**src/rtl/nes_io_pkg.sv**
```systemverilog
// Shared NES I/O definitions: controller register addresses, button indices, poll FSM states.
// Also holds the D-pad filter helper used when JOYPAD_DPAD_FILTER_EN is defined.
package nes_io_pkg;

    localparam logic [15:0] JOY1_ADDR = 16'h4016;
    localparam logic [15:0] JOY2_ADDR = 16'h4017;

    localparam int BTN_A      = 0;
    localparam int BTN_B      = 1;
    localparam int BTN_SELECT = 2;
    localparam int BTN_START  = 3;
    localparam int BTN_UP     = 4;
    localparam int BTN_DOWN   = 5;
    localparam int BTN_LEFT   = 6;
    localparam int BTN_RIGHT  = 7;

    localparam logic [2:0] OPEN_BUS = 3'b010;

    typedef enum logic [2:0] {
        POLL_IDLE,
        POLL_LATCH,
        POLL_CLK_LO,
        POLL_CLK_HI,
        POLL_DONE
    } poll_state_t;

    // Opposing directions cannot be pressed together on a real pad; treat that as neither.
    function automatic logic [7:0] dpad_filter(input logic [7:0] i_btn);
        logic [7:0] w_res;
        w_res = i_btn;
        if (i_btn[BTN_UP] && i_btn[BTN_DOWN]) begin
            w_res[BTN_UP]   = 1'b0;
            w_res[BTN_DOWN] = 1'b0;
        end
        if (i_btn[BTN_LEFT] && i_btn[BTN_RIGHT]) begin
            w_res[BTN_LEFT]  = 1'b0;
            w_res[BTN_RIGHT] = 1'b0;
        end
        return w_res;
    endfunction

endpackage

```
**src/rtl/nes_pad_poller.sv**
```systemverilog
// Periodic poll engine reading two NES pads over latch/clock/data and keeping a button snapshot.
// Build option: JOYPAD_DPAD_FILTER_EN drops opposing D-pad pairs before the snapshot is stored.
module nes_pad_poller
    import nes_io_pkg::*;
#(
    parameter int CLK_DIV       = 100,
    parameter int POLL_INTERVAL = 357954
) (
    input  logic       clk,
    input  logic       reset,
    input  logic       i_pad_data0,
    input  logic       i_pad_data1,
    output logic       o_pad_latch,
    output logic       o_pad_clk,
    output logic [7:0] o_buttons0,
    output logic [7:0] o_buttons1
);

    localparam int             PCW       = $clog2(POLL_INTERVAL + 1);
    localparam logic [PCW-1:0] POLL_LAST = PCW'(POLL_INTERVAL - 1);
    localparam logic [15:0]    DIV_LAST  = 16'(CLK_DIV - 1);

    poll_state_t    r_state;
    poll_state_t    w_nextState;
    logic [PCW-1:0] r_pollCnt;
    logic [15:0]    r_divCnt;
    logic [2:0]     r_bitCnt;
    logic [1:0]     r_sync0;
    logic [1:0]     r_sync1;
    logic [7:0]     r_cap0;
    logic [7:0]     r_cap1;
    logic [7:0]     r_buttons0;
    logic [7:0]     r_buttons1;
    logic           r_padLatch;
    logic           r_padClk;
    logic           w_pollTick;
    logic           w_timed;
    logic           w_divLast;
    logic           w_padLatchNxt;
    logic           w_padClkNxt;
    logic [7:0]     w_store0;
    logic [7:0]     w_store1;

    always_ff @(posedge clk) begin
        if (reset) begin
            r_sync0 <= 2'b11;
            r_sync1 <= 2'b11;
        end else begin
            r_sync0 <= {r_sync0[0], i_pad_data0};
            r_sync1 <= {r_sync1[0], i_pad_data1};
        end
    end

    // Free-running interval counter; a tick that lands mid-poll is simply lost.
    assign w_pollTick = (r_pollCnt == POLL_LAST);

    always_ff @(posedge clk) begin
        if (reset) begin
            r_pollCnt <= '0;
        end else if (w_pollTick) begin
            r_pollCnt <= '0;
        end else begin
            r_pollCnt <= r_pollCnt + 1'b1;
        end
    end

    assign w_timed   = (r_state == POLL_LATCH) || (r_state == POLL_CLK_LO) ||
                       (r_state == POLL_CLK_HI);
    assign w_divLast = (r_divCnt == DIV_LAST);

    always_ff @(posedge clk) begin
        if (reset) begin
            r_state <= POLL_IDLE;
        end else begin
            r_state <= w_nextState;
        end
    end

    always_comb begin
        w_nextState = r_state;
        case (r_state)
            POLL_IDLE:   if (w_pollTick) w_nextState = POLL_LATCH;
            POLL_LATCH:  if (w_divLast) w_nextState = POLL_CLK_LO;
            POLL_CLK_LO: if (w_divLast) w_nextState = POLL_CLK_HI;
            POLL_CLK_HI: if (w_divLast) w_nextState = (r_bitCnt == 3'd7) ? POLL_DONE : POLL_CLK_LO;
            POLL_DONE:   w_nextState = POLL_IDLE;
            default:     w_nextState = POLL_IDLE;
        endcase
    end

    // Pad outputs are decoded from the next state so the registered pins line up with r_state.
    always_comb begin
        w_padLatchNxt = 1'b0;
        w_padClkNxt   = 1'b1;
        case (w_nextState)
            POLL_LATCH:  w_padLatchNxt = 1'b1;
            POLL_CLK_LO: w_padClkNxt   = 1'b0;
            default: ;
        endcase
    end

    always_ff @(posedge clk) begin
        if (reset) begin
            r_padLatch <= 1'b0;
            r_padClk   <= 1'b1;
        end else begin
            r_padLatch <= w_padLatchNxt;
            r_padClk   <= w_padClkNxt;
        end
    end

    always_ff @(posedge clk) begin
        if (reset) begin
            r_divCnt <= '0;
            r_bitCnt <= '0;
            r_cap0   <= '0;
            r_cap1   <= '0;
        end else begin
            if (w_timed && !w_divLast) begin
                r_divCnt <= r_divCnt + 1'b1;
            end else begin
                r_divCnt <= '0;
            end
            if ((r_state == POLL_LATCH) && w_divLast) begin
                r_cap0[0] <= r_sync0[1];
                r_cap1[0] <= r_sync1[1];
                r_bitCnt  <= 3'd1;
            end else if ((r_state == POLL_CLK_HI) && w_divLast) begin
                r_cap0[r_bitCnt] <= r_sync0[1];
                r_cap1[r_bitCnt] <= r_sync1[1];
                r_bitCnt         <= r_bitCnt + 1'b1;
            end
        end
    end

`ifdef JOYPAD_DPAD_FILTER_EN
    assign w_store0 = dpad_filter(~r_cap0);
    assign w_store1 = dpad_filter(~r_cap1);
`else
    assign w_store0 = ~r_cap0;
    assign w_store1 = ~r_cap1;
`endif

    always_ff @(posedge clk) begin
        if (reset) begin
            r_buttons0 <= '0;
            r_buttons1 <= '0;
        end else if (r_state == POLL_DONE) begin
            r_buttons0 <= w_store0;
            r_buttons1 <= w_store1;
        end
    end

    assign o_pad_latch = r_padLatch;
    assign o_pad_clk   = r_padClk;
    assign o_buttons0  = r_buttons0;
    assign o_buttons1  = r_buttons1;

endmodule

```
**src/rtl/nes_joypad_port.sv**
```systemverilog
// CPU-side NES controller registers ($4016 strobe/pad 0, $4017 pad 1) backed by a pad poll engine.
// Build option: JOYPAD_DPAD_FILTER_EN (handled inside nes_pad_poller).
module nes_joypad_port
    import nes_io_pkg::*;
#(
    parameter int CLK_DIV       = 100,
    parameter int POLL_INTERVAL = 357954
) (
    input  logic        clk,
    input  logic        reset,
    input  logic        i_ce,
    input  logic [15:0] i_addr,
    input  logic [7:0]  i_din,
    input  logic        i_mr,
    input  logic        i_mw,
    output logic [7:0]  o_dout,
    output logic        o_dout_en,
    output logic        o_pad_latch,
    output logic        o_pad_clk,
    input  logic        i_pad_data0,
    input  logic        i_pad_data1,
    output logic [7:0]  o_buttons0,
    output logic [7:0]  o_buttons1
);

    logic       r_strobe;
    logic [7:0] r_shift0;
    logic [7:0] r_shift1;
    logic       w_hit0;
    logic       w_hit1;
    logic       w_strobeWr;
    logic       w_read0;
    logic       w_read1;
    logic [7:0] w_buttons0;
    logic [7:0] w_buttons1;
    logic       w_unused;

    assign w_unused = ^i_din[7:1];

    nes_pad_poller #(
        .CLK_DIV       (CLK_DIV),
        .POLL_INTERVAL (POLL_INTERVAL)
    ) u_poller (
        .clk         (clk),
        .reset       (reset),
        .i_pad_data0 (i_pad_data0),
        .i_pad_data1 (i_pad_data1),
        .o_pad_latch (o_pad_latch),
        .o_pad_clk   (o_pad_clk),
        .o_buttons0  (w_buttons0),
        .o_buttons1  (w_buttons1)
    );

    assign w_hit0     = (i_addr == JOY1_ADDR);
    assign w_hit1     = (i_addr == JOY2_ADDR);
    assign w_strobeWr = i_ce && i_mw && w_hit0;
    assign w_read0    = i_ce && i_mr && w_hit0;
    assign w_read1    = i_ce && i_mr && w_hit1;

    // Strobe high keeps reloading from the snapshot; strobe low lets each read shift out one bit.
    always_ff @(posedge clk) begin
        if (reset) begin
            r_strobe <= 1'b0;
            r_shift0 <= 8'h00;
            r_shift1 <= 8'h00;
        end else begin
            if (w_strobeWr) begin
                r_strobe <= i_din[0];
            end
            if (r_strobe) begin
                r_shift0 <= w_buttons0;
                r_shift1 <= w_buttons1;
            end else begin
                if (w_read0) begin
                    r_shift0 <= {1'b1, r_shift0[7:1]};
                end
                if (w_read1) begin
                    r_shift1 <= {1'b1, r_shift1[7:1]};
                end
            end
        end
    end

    assign o_dout_en = (w_hit0 || w_hit1) && i_mr;

    always_comb begin
        o_dout = 8'h00;
        if (o_dout_en) begin
            o_dout = {OPEN_BUS, 4'b0000, (w_hit1 ? r_shift1[0] : r_shift0[0])};
        end
    end

    assign o_buttons0 = w_buttons0;
    assign o_buttons1 = w_buttons1;

endmodule

```
**config.mk**
```make
export PLATFORM = sky130hd
export DESIGN_NAME = nes_joypad_port
export DESIGN_NICKNAME = d
export VERILOG_FILES = /design/src/rtl/nes_io_pkg.sv /design/src/rtl/nes_pad_poller.sv /design/src/rtl/nes_joypad_port.sv
export SDC_FILE = /design/constraint.sdc
export NUM_CORES = 1
export LEC_CHECK = 0
export BUFFER_PORTS_ARGS = -buffer_cell sky130_fd_sc_hd__buf_2
export CAP_MARGIN = 20
export CORE_ASPECT_RATIO = 1.75
export CORE_UTILIZATION = 62
export DETAILED_ROUTE_END_ITERATION = 16
export GPL_ROUTABILITY_DRIVEN = 0
export PLACE_DENSITY_LB_ADDON = 0.1
export SYNTH_ARGS = -nofsm -noshare
export SYNTH_HDL_FRONTEND = slang
export SYNTH_HIERARCHICAL = 1
export SYNTH_SLANG_ARGS = --single-unit
```
**constraint.sdc**
```tcl
create_clock -name clk -period 7.04 [get_ports clk]
set_clock_uncertainty 0.2 [all_clocks]
set_input_delay 1.408 -clock clk [delete_from_list [all_inputs] [get_ports clk]]
set_output_delay 1.408 -clock clk [all_outputs]
set_load 0.005 [all_outputs]
```
==> results of run 1 <==
## flip-flops by register name, summed over array words and instances (netlist names)
register	cells
u_poller/r_sync1	2
u_poller/r_cap0	8
u_poller/r_cap1	8
u_poller/r_pollCnt	19
u_poller/r_sync0	2
u_poller/r_bitCnt	3
u_poller/o_pad_clk	1
r_shift1	8
u_poller/r_divCnt	16
u_poller/o_buttons1	8
r_strobe	1
r_shift0	8
u_poller/r_state	3
u_poller/o_buttons0	8
u_poller/o_pad_latch	1
## logic make-up after synthesis
family | count (synthesis) | synth area share
and+or+nand+nor | 184 | 0.249
DFF | 96 | 0.439
AOI/OAI and AO/OA | 91 | 0.148
buffers and inverters | 57 | 0.0589
xor gates and xnor gates | 23 | 0.0461
muxes | 19 | 0.0438
adders and majority gates | 5 | 0.0143
other | 1 | 0.000858
## stage by stage
stage	setup slack [ns]	hold slack, ns	cells
2_1_floorplan	3.19	0.189	481
3_3_place_gp	2.84	0.194	576
3_5_place_dp	2.80	0.195	576
4_1_cts	2.79	0.210	592
5_1_grt	2.71	0.221	593
6_report	2.78	0.209	593
## where the power goes
| part | switching [mW] | leakage [nW] | internal (mW) |
|---|---|---|---|
| Sequential | 0.00174 | 0.774 | 0.546 |
| Clock | 0.196 | 0.148 | 0.293 |
| Combinational | 0.0190 | 0.859 | 0.0118 |
## worst max path at each step
stage | from | to | slack, ns
after floorplan | i_addr[5] | o_dout[6] | 3.19
after global placement | i_addr[5] | o_dout_en | 2.84
after detailed placement | i_addr[5] | o_dout_en | 2.80
after CTS | i_addr[5] | o_dout_en | 2.79
after global routing | i_addr[5] | o_dout[6] | 2.71
final | i_addr[5] | o_dout_en | 2.78
## placed cells by master, fill, tap and decap left out, types with 2 or more instances in the layout
master and count:
o21ai_0 21, or4_4 2, a221oi_1 7, nand4_1 13, buf_2 44, nand3_1 16
a211oi_1 18, or3_1 8, conb_1 6, xor2_1 16, nor4b_1 2, nor4_1 5
or4b_2 2, nor2_1 51, buf_4 2, inv_1 21, nor2b_1 6, a31oi_1 15
nor4b_4 2, or4_1 6, clkinv_2 3, clkbuf_16 9, mux2i_1 18, or2_2 5
clkinvlp_4 2, xnor2_1 7, and2_1 3, ha_1 5, and3_1 3, nand2_1 17
a221oi_2 7, a21oi_1 12, dfxtp_1 96, and4_1 7, nor3_1 5, nand2b_1 21
o31ai_1 4, clkbuf_8 2
## critical path: cells and delay by family
family / cells / cell delay, ns
and+or+nand+nor: 2 / 0.67
buffers and inverters: 3 / 0.57
## routing by layer
metal | global-route usage | vias up
met5 | 0 | -
met4 | 0.146 | 0
met3 | 0.0474 | 17
met2 | 0.476 | 59
met1 | 0.244 | 1609
li1 | - | 1757
## area by class of cell
| cell class | count | share of cell area |
|---|---|---|
| well taps | 84 | 0.0215 |
| multi-input cells | 328 | 0.453 |
| clock inverters | 5 | 0.0112 |
| clock buffers | 11 | 0.0516 |
| repair buffers | 47 | 0.0536 |
| flip-flops and latches | 96 | 0.392 |
| inverters | 22 | 0.0171 |
==> impl_metrics.py, run 1 <==
metrics = {
    "synth": {
        "synth_top_area_frac": 0.439,
        "synth_warnings": 6,
        "synth_cells": 476,
        "syn_area_um2": 4370,
        "synth_edf_count": 0,
        "ys_ff_latch": 96,
        "ys_top_cells_by_count": "dfxtp_1, nor2_1, inv_1, nand2b_1, o21ai_0",
        "synthFlopType": "dfxtp_1",
        "synth_seq_area_share": 0.439,
        "async_flop_share": 0,
        "yosys-top-cells-area": "dfxtp_1, nor2_1, mux2i_1",
        "yosysMostFrequentCell": "dfxtp_1",
        "yosysUniqueCellTypes": 55,
        "synth.avg_cell_area_um2": 9.19,
        "synth_area_leader_cell": "dfxtp_1",
    },
    "run": {
        "maxCapViolCount": 0,
    },
    "route": {
        "route.met3.wl_um": 208,
        "vias": 3442,
        "wl_met1_um": 3400,
        "drtAntennaViolNets": 0,
        "first_iter_violations": 138,
        "vias_per_cell": 5.80,
        "drcViolationCount": 0,
        "dr.pass1.iters": 4,
        "wl_per_cell_um": 14.7,
        "wl_met2_um": 4840,
        "wirelength_um": 8730,
        "top_layer_used": "met4",
    },
    "power": {
        "finalPower_mw": 1.07,
        "p_leak_nw": 1.78,
        "peakVddDrop_uv": 192,
        "power.density_nw_per_um2": 218,
    },
    "sta": {
        "max_freq_mhz": 235,
        "fin_tns_setup_ns": 0,
        "rsz0062_at_grt": "no",
        "maxSlewHeadroom": 0.500,
        "maxSlewViolCount": 0,
        "setup_viol": 0,
        "worst_pin_slew_ns": 0.740,
        "period_share": 0.606,
        "hold_viol_final": 0,
        "timing.final.crit_period_ns": 4.26,
    },
    "worst_setup_path": {
        "critPathLaunchType": "input pin",
        "critPathMaxStageDelay_ns": 0.38,
        "worstPathCellList": "buf_2 > nor4b_4 > nand4_4 > clkinv_2 > buf_2",
        "end_kind": "output pin",
        "r2r_slack_ns": 4.29,
        "r2r_end": "u_poller/r_cap0[4]$_SDFFE_PP0P_",
        "critPathSlowestCell": "nor4b_4",
        "crit_path_max_fanout": 18,
        "r2r_cells": 5,
        "worstSetupPathType": "input pin to output pin",
        "critical_path_arrival_ns": 2.66,
        "cp.required_ns": 5.43,
        "r2r_start": "u_poller/r_divCnt[0]$_SDFF_PP0_",
        "cp_common_cell": "buf_2",
    },
    "layout": {
        "final_nets": 540,
        "layout-drive-gt1-share": 0.171,
        "final_core_util": 0.714,
        "seqCellArea_um2": 1920,
        "antenna_cells": 0,
        "multi_input_area_um2": 2220,
        "finalInstanceArea_um2": 4900,
        "areaGrowthSynthToFinish_pct": 12.0,
        "n_fill_cell": 538,
    },
    "floorplan": {
        "initial_utilization": 0.638,
        "die_x_um": 65.5,
        "core_um2": 6860,
        "rows": 40,
        "ios": 58,
        "die_area_um2": 7410,
        "fp.dieH_um": 113,
    },
    "global_routing": {
        "grt_usage": 0.253,
        "grt_pass1_wl_um": 14300,
        "grt_pass1_vias": 3301,
        "grt_max_degree": 63,
        "gr-total-overflow": 0,
        "antenna_found_initial": 0,
    },
    "placed_design": {
        "place_hpwl_um": 6090,
        "io_buffer_count": 44,
        "place_area_um2": 4560,
    },
    "clocking": {
        "ctsHoldBuffers": 0,
        "clock-root-buffer": "clkbuf_16",
        "cts.path.max_buffers": 2,
        "clock-sinks": 96,
        "cts_resized": 0,
        "post_cts.repair.setup_buffers": 0,
        "clk_latency_ns": 0.34,
        "clk_pin_slew_ns": 0.06,
        "h-tree-depth": 3,
        "numCtsBuffers": 9,
        "cts_tree": "yes",
    },
    "hold_path": {
        "worst_hold_path_type": "flop to flop",
        "min_path_cells": 1,
        "hp-start": "u_poller/r_sync0[0]$_SDFF_PP1_",
        "min_to": "u_poller/r_sync0[1]$_SDFF_PP1_",
    },
    "run_status": {
        "status": "complete, no violations",
    },
}
Note: power is estimated with default switching activity, not from simulation.
==> run 2, diff against run 1 <==
Settings changed: CORE_UTILIZATION 62 to 52.
Clock period 7.04 ns to 3.45 ns, I/O delays scaled along.
==> run 2 against run 1 <==
Against the previous run: the run now ends with design-rule violations left; largest power group unchanged; largest cell class unchanged; die area rose by 19%; via count is essentially flat; global-route usage down 4.0 points; non-clock buffer count unchanged; first-iteration DRC count up 26%; utilization shrank 10 points.
==> impl_metrics.py, run 2 (same netlist as run 1, synthesis figures left out) <==
metrics = {
    "power": {
        "pwr-share-seq": 0.490,
        "peakVddDrop_uv": 290,
        "p_leak_nw": 1.79,
        "pwr-share-clk": 0.484,
        "switching_share": 0.191,
        "pwr-share-comb": 0.027,
        "finalPower_mw": 2.28,
        "power.density_nw_per_um2": 463,
        "internal_power_mw": 1.85,
        "switching_power_uw": 435,
    },
    "clocking": {
        "numCtsBuffers": 9,
        "cts_tree": "yes",
        "cts_resized": 0,
        "clock-sinks": 96,
        "cts.path.max_buffers": 2,
        "ctsHoldBuffers": 0,
        "clock-root-buffer": "clkbuf_16",
        "h-tree-depth": 3,
        "clk_pin_slew_ns": 0.06,
        "post_cts.repair.setup_buffers": 0,
        "clk_latency_ns": 0.34,
    },
    "floorplan": {
        "rows": 43,
        "die_x_um": 71.3,
        "initial_utilization": 0.545,
        "die_area_um2": 8790,
        "core_um2": 8020,
        "fp.dieH_um": 123,
        "ios": 58,
    },
    "placed_design": {
        "dp_slack_ns": 0.683,
        "place_area_um2": 4570,
        "placed_cells": 582,
        "place_hpwl_um": 6250,
        "io_buffer_count": 44,
    },
    "layout": {
        "areaGrowthSynthToFinish_pct": 12.7,
        "largest_register_ffs": 19,
        "final_common_cell": "dfxtp_1",
        "final_nets": 540,
        "layout-drive-gt1-share": 0.163,
        "top_register": "u_poller/r_pollCnt",
        "final_core_util": 0.615,
        "antenna_cells": 0,
        "reg_top3": "u_poller/r_pollCnt x19, u_poller/r_divCnt x16",
        "finalInstanceArea_um2": 4930,
        "final_cell_mix": "dfxtp_1, nor2_1, buf_2",
        "final_cells": 599,
    },
    "global_routing": {
        "grt_usage": 0.213,
        "antenna_found_initial": 0,
        "grt_max_degree": 61,
        "grt_pass1_vias": 3225,
        "gr-total-overflow": 0,
        "grt_pass1_wl_um": 14600,
    },
    "route": {
        "vias": 3440,
        "first_iter_violations": 174,
        "drtAntennaViolNets": 0,
        "wl_per_cell_um": 14.7,
        "wirelength_um": 8790,
        "vias_per_cell": 5.74,
        "drcViolationCount": 6,
        "dr.pass1.iters": 11,
    },
    "sta": {
        "setup_viol": 0,
        "timing.final.crit_period_ns": 2.79,
        "whs_ns": 0.210,
        "max_freq_mhz": 359,
        "rsz0062_at_grt": "no",
        "maxSlewHeadroom": 0.518,
        "setup_slack_ns": 0.663,
        "maxSlewViolCount": 0,
        "fin_tns_setup_ns": 0,
        "period_share": 0.808,
        "worst_pin_slew_ns": 0.714,
        "hold_viol_final": 0,
    },
    "worst_setup_path": {
        "cp.required_ns": 2.56,
        "end_kind": "output pin",
        "r2r_cells": 5,
        "critical_path_arrival_ns": 1.90,
        "critPathLaunchType": "input pin",
        "crit_path_max_fanout": 18,
        "worstSetupPathType": "input pin to output pin",
    },
    "run": {
        "maxCapViolCount": 0,
    },
    "run_status": {
        "status": "finished with violations",
        "violations": "design-rule violations",
    },
    "hold_path": {
        "min_path_cells": 1,
        "worst_hold_path_type": "flop to flop",
    },
}
run 2: layer usage:
layer	up-vias	share of wire	track usage
li1	1764	-	-
met1	1615	0.40	0.221
met2	49	0.56	0.407
met3	12	0.021	0.0334
met4	0	0.020	0.103
met5	-	0	0
run 2: path summary, 6_finish.rpt:
kind | start | endpoint | slack [ns]
worst max-delay path | i_addr[5] | o_dout[6] | 0.66
worst max register to register | u_poller/r_divCnt[0]$_SDFF_PP0_ | u_poller/r_cap1[5]$_SDFFE_PP0P_ | 0.68
worst min register to register | u_poller/r_sync1[0]$_SDFF_PP1_ | u_poller/r_sync1[1]$_SDFF_PP1_ | 0.21
worst min-delay path | u_poller/r_sync1[0]$_SDFF_PP1_ | u_poller/r_sync1[1]$_SDFF_PP1_ | 0.21
run 2: area by class of cell:
type,count,area [um^2]
Clock buffer,13,240
Fill cell,722,3090
Multi-Input combinational cell,328,2220
Sequential cell,96,1920
Tap cell,90,113
Inverter,22,83.8
Clock inverter,3,90.1
Timing Repair Buffer,47,263
run 2: worst max-delay path: stages:
cell	delay, ns
buf_2	0.11
nor4b_4	0.36
nand4_4	0.29
clkinv_2	0.28
buf_2	0.16
run 2: power by group through the flow:
stage / Combinational (mW) / Sequential [mW] / Clock, mW
final: 0.0614 / 1.12 / 1.10
after global routing: 0.0677 / 1.12 / 1.18
after CTS: 0.0623 / 1.12 / 1.13
after detailed placement: 0.0621 / 1.14 / 0
after global placement: 0.0606 / 1.14 / 0
after floorplan: 0.0433 / 1.14 / 0
==> run 3, diff against run 2 <==
Settings changed: ABC_AREA from default to 1, CORE_UTILIZATION 52 to 58.
Clock period 3.45 ns to 2.6 ns, I/O delays scaled along.
==> run 3 against run 2 <==
Against the previous run: the run now ends clean; routed wire length up 16%; first-iteration DRC count up 76%; sequential power up 33%; worst setup slack worse by 0.31 ns; critical endpoint is now o_dout[0]; largest cell class unchanged; largest power group unchanged.
==> impl_metrics.py, run 3 <==
metrics = {
    "route": {
        "wl_met2_um": 5440,
        "drtAntennaViolNets": 0,
        "vias": 4306,
        "wl_met1_um": 4160,
        "first_iter_violations": 307,
        "route.met3.wl_um": 393,
        "vias_per_cell": 5.39,
        "top_layer_used": "met4",
        "drcViolationCount": 0,
        "wirelength_um": 10200,
        "wl_per_cell_um": 12.7,
        "dr.pass1.iters": 5,
    },
    "floorplan": {
        "die_area_um2": 8440,
        "core_um2": 7860,
        "fp.dieH_um": 121,
        "initial_utilization": 0.595,
        "ios": 58,
        "die_x_um": 69.9,
        "rows": 43,
    },
    "power": {
        "peakVddDrop_uv": 458,
        "pwr-share-seq": 0.533,
        "power.density_nw_per_um2": 538,
        "switching_share": 0.217,
        "switching_power_uw": 605,
        "pwr-share-comb": 0.024,
        "p_leak_nw": 2.07,
        "pwr-share-clk": 0.443,
        "internal_power_mw": 2.18,
    },
    "clocking": {
        "post_cts.repair.setup_buffers": 0,
        "h-tree-depth": 3,
        "cts_resized": 0,
        "cts_tree": "yes",
        "cts.path.max_buffers": 2,
        "numCtsBuffers": 9,
        "clock-root-buffer": "clkbuf_16",
        "clk_pin_slew_ns": 0.06,
        "clk_latency_ns": 0.34,
        "ctsHoldBuffers": 0,
        "clock-sinks": 96,
    },
    "sta": {
        "maxSlewViolCount": 0,
        "maxSlewHeadroom": 0.522,
        "rsz0062_at_grt": "no",
        "worst_pin_slew_ns": 0.717,
        "hold_viol_final": 0,
        "setup_viol": 0,
        "period_share": 0.863,
        "fin_tns_setup_ns": 0,
        "max_freq_mhz": 446,
        "timing.final.crit_period_ns": 2.24,
    },
    "layout": {
        "final_cell_mix": "nand2_1, nor2_1, dfxtp_1",
        "final_nets": 740,
        "top_register": "u_poller/r_pollCnt",
        "antenna_cells": 0,
        "layout-drive-gt1-share": 0.141,
        "final_common_cell": "nand2_1",
        "reg_top3": "u_poller/r_pollCnt x19, u_poller/r_divCnt x16",
        "largest_register_ffs": 19,
        "final_core_util": 0.660,
        "areaGrowthSynthToFinish_pct": 10.9,
    },
    "worst_setup_path": {
        "critPathMaxStageDelay_ns": 0.22,
        "r2r_slack_ns": 0.64,
        "worstSetupPathType": "input pin to output pin",
        "critPathLaunchType": "input pin",
        "r2r_cells": 6,
        "r2r_start": "u_poller/r_divCnt[0]$_SDFF_PP0_",
        "critPathSlowestCell": "nor2_4",
        "cp.required_ns": 1.88,
        "crit_path_max_fanout": 6,
        "cp_common_cell": "nand2_1",
        "end_kind": "output pin",
        "r2r_end": "u_poller/r_cap1[5]$_SDFFE_PP0P_",
        "critical_path_arrival_ns": 1.52,
        "worstPathCellList": "buf_2 > nor2_2 > nand2_2 > nor2_4 > nand2_1 > nand2_1 > nand2_1 > a21oi_1 > buf_2",
    },
    "global_routing": {
        "antenna_found_initial": 0,
        "grt_pass1_vias": 4049,
        "grt_pass1_wl_um": 17100,
        "gr-total-overflow": 0,
        "grt_max_degree": 34,
        "grt_usage": 0.252,
    },
    "synth": {
        "synthFlopType": "dfxtp_1",
        "synth.avg_cell_area_um2": 7.02,
        "ys_ff_latch": 96,
        "yosysUniqueCellTypes": 36,
        "synth-compound-area-share": 0.0942,
        "synth_area_leader_cell": "dfxtp_1",
        "synth-simple-area-share": 0.370,
        "synth_mux_area_frac": 0.00214,
        "ys_top_cells_by_count": "nand2_1, nor2_1, dfxtp_1",
        "synth_edf_count": 0,
        "synth_top_area_frac": 0.411,
        "synth_top_family_by_area": "simple AND/OR/NAND/NOR gates",
        "synth_xor_area_frac": 0.0206,
        "synth_cells": 666,
        "synth_seq_area_share": 0.411,
        "synth_warnings": 6,
        "syn_area_um2": 4680,
        "synthAdderAreaFrac": 0.0134,
        "yosysMostFrequentCell": "nand2_1",
        "yosys-top-cells-area": "dfxtp_1, nand2_1, nor2_1",
        "async_flop_share": 0,
    },
    "hold_path": {
        "min_path_cells": 2,
        "min_to": "u_poller/r_sync0[0]$_SDFF_PP1_",
        "hp-start": "i_pad_data0",
        "worst_hold_path_type": "input pin to flop",
    },
    "run": {
        "maxCapViolCount": 0,
    },
    "placed_design": {
        "io_buffer_count": 44,
        "place_hpwl_um": 7390,
    },
    "run_status": {
        "status": "complete, no violations",
    },
}
-- run 3: changes by cell type after synthesis, moves of 21 or more --
cell,delta
nand2b_1,-21
a21oi_1,+43
nor2_1,+53
inv_1,+44
nand2_1,+131
-- run 3: layer usage --
metal	vias up	global-route usage
met2	106	0.480
li1	2215	-
met5	-	0
met3	12	0.0542
met4	0	0.108
met1	1973	0.259
-- run 3: through the flow --
stage	power [mW]	cell area (um^2)	hold WS, ns	worst slack, ns	std cells
floorplan	1.56	4690	0.189	0.627	671
global placement	1.58	4900	0.194	0.441	783
detailed placement	1.59	4900	0.198	0.346	783
CTS	2.83	5190	0.147	0.340	799
global route	2.90	5190	0.146	0.187	799
finish	2.79	5190	0.156	0.357	799
-- run 3: power by group through the flow --
stage	combinational, mW	sequential (mW)	clock [mW]
after floorplan	0.0478	1.51	0
after global placement	0.0656	1.52	0
after detailed placement	0.0681	1.52	0
after CTS	0.0684	1.48	1.28
after global routing	0.0772	1.49	1.33
final	0.0681	1.49	1.24
-- run 3: layout make-up --
class	count	area [um^2]
Sequential cell	96	1920
Fill cell	701	2670
Tap cell	90	113
Clock inverter	5	38.8
Multi-Input combinational cell	480	2360
Clock buffer	11	243
Timing Repair Buffer	48	250
Inverter	69	259
-- run 3: critical path: cells and delay by family --
kind                   cells  cell delay (ns)
buffers and inverters      2             0.23
and+or+nand+nor            6             0.66
AOI/OAI and AO/OA          1             0.12
-- run 3: worst max-delay path by stage --
| stage | start | end | slack, ns | cells past startpoint |
|---|---|---|---|---|
| after floorplan | i_addr[11] | o_dout[6] | 0.63 | 8 |
| after global placement | i_addr[11] | o_dout[0] | 0.44 | 9 |
| after detailed placement | i_addr[9] | o_dout[0] | 0.35 | 9 |
| after CTS | i_addr[9] | o_dout[0] | 0.34 | 9 |
| after global routing | i_addr[4] | o_dout[0] | 0.19 | 10 |
| final | i_addr[9] | o_dout[0] | 0.36 | 9 |
-- run 3: kinds of logic after synthesis --
kind of cell,after synthesis
simple gates,370
mux,1
xor+xnor,11
buf+inv,95
compound gates,87
fa+ha+maj,5
other cells,1
flops,96
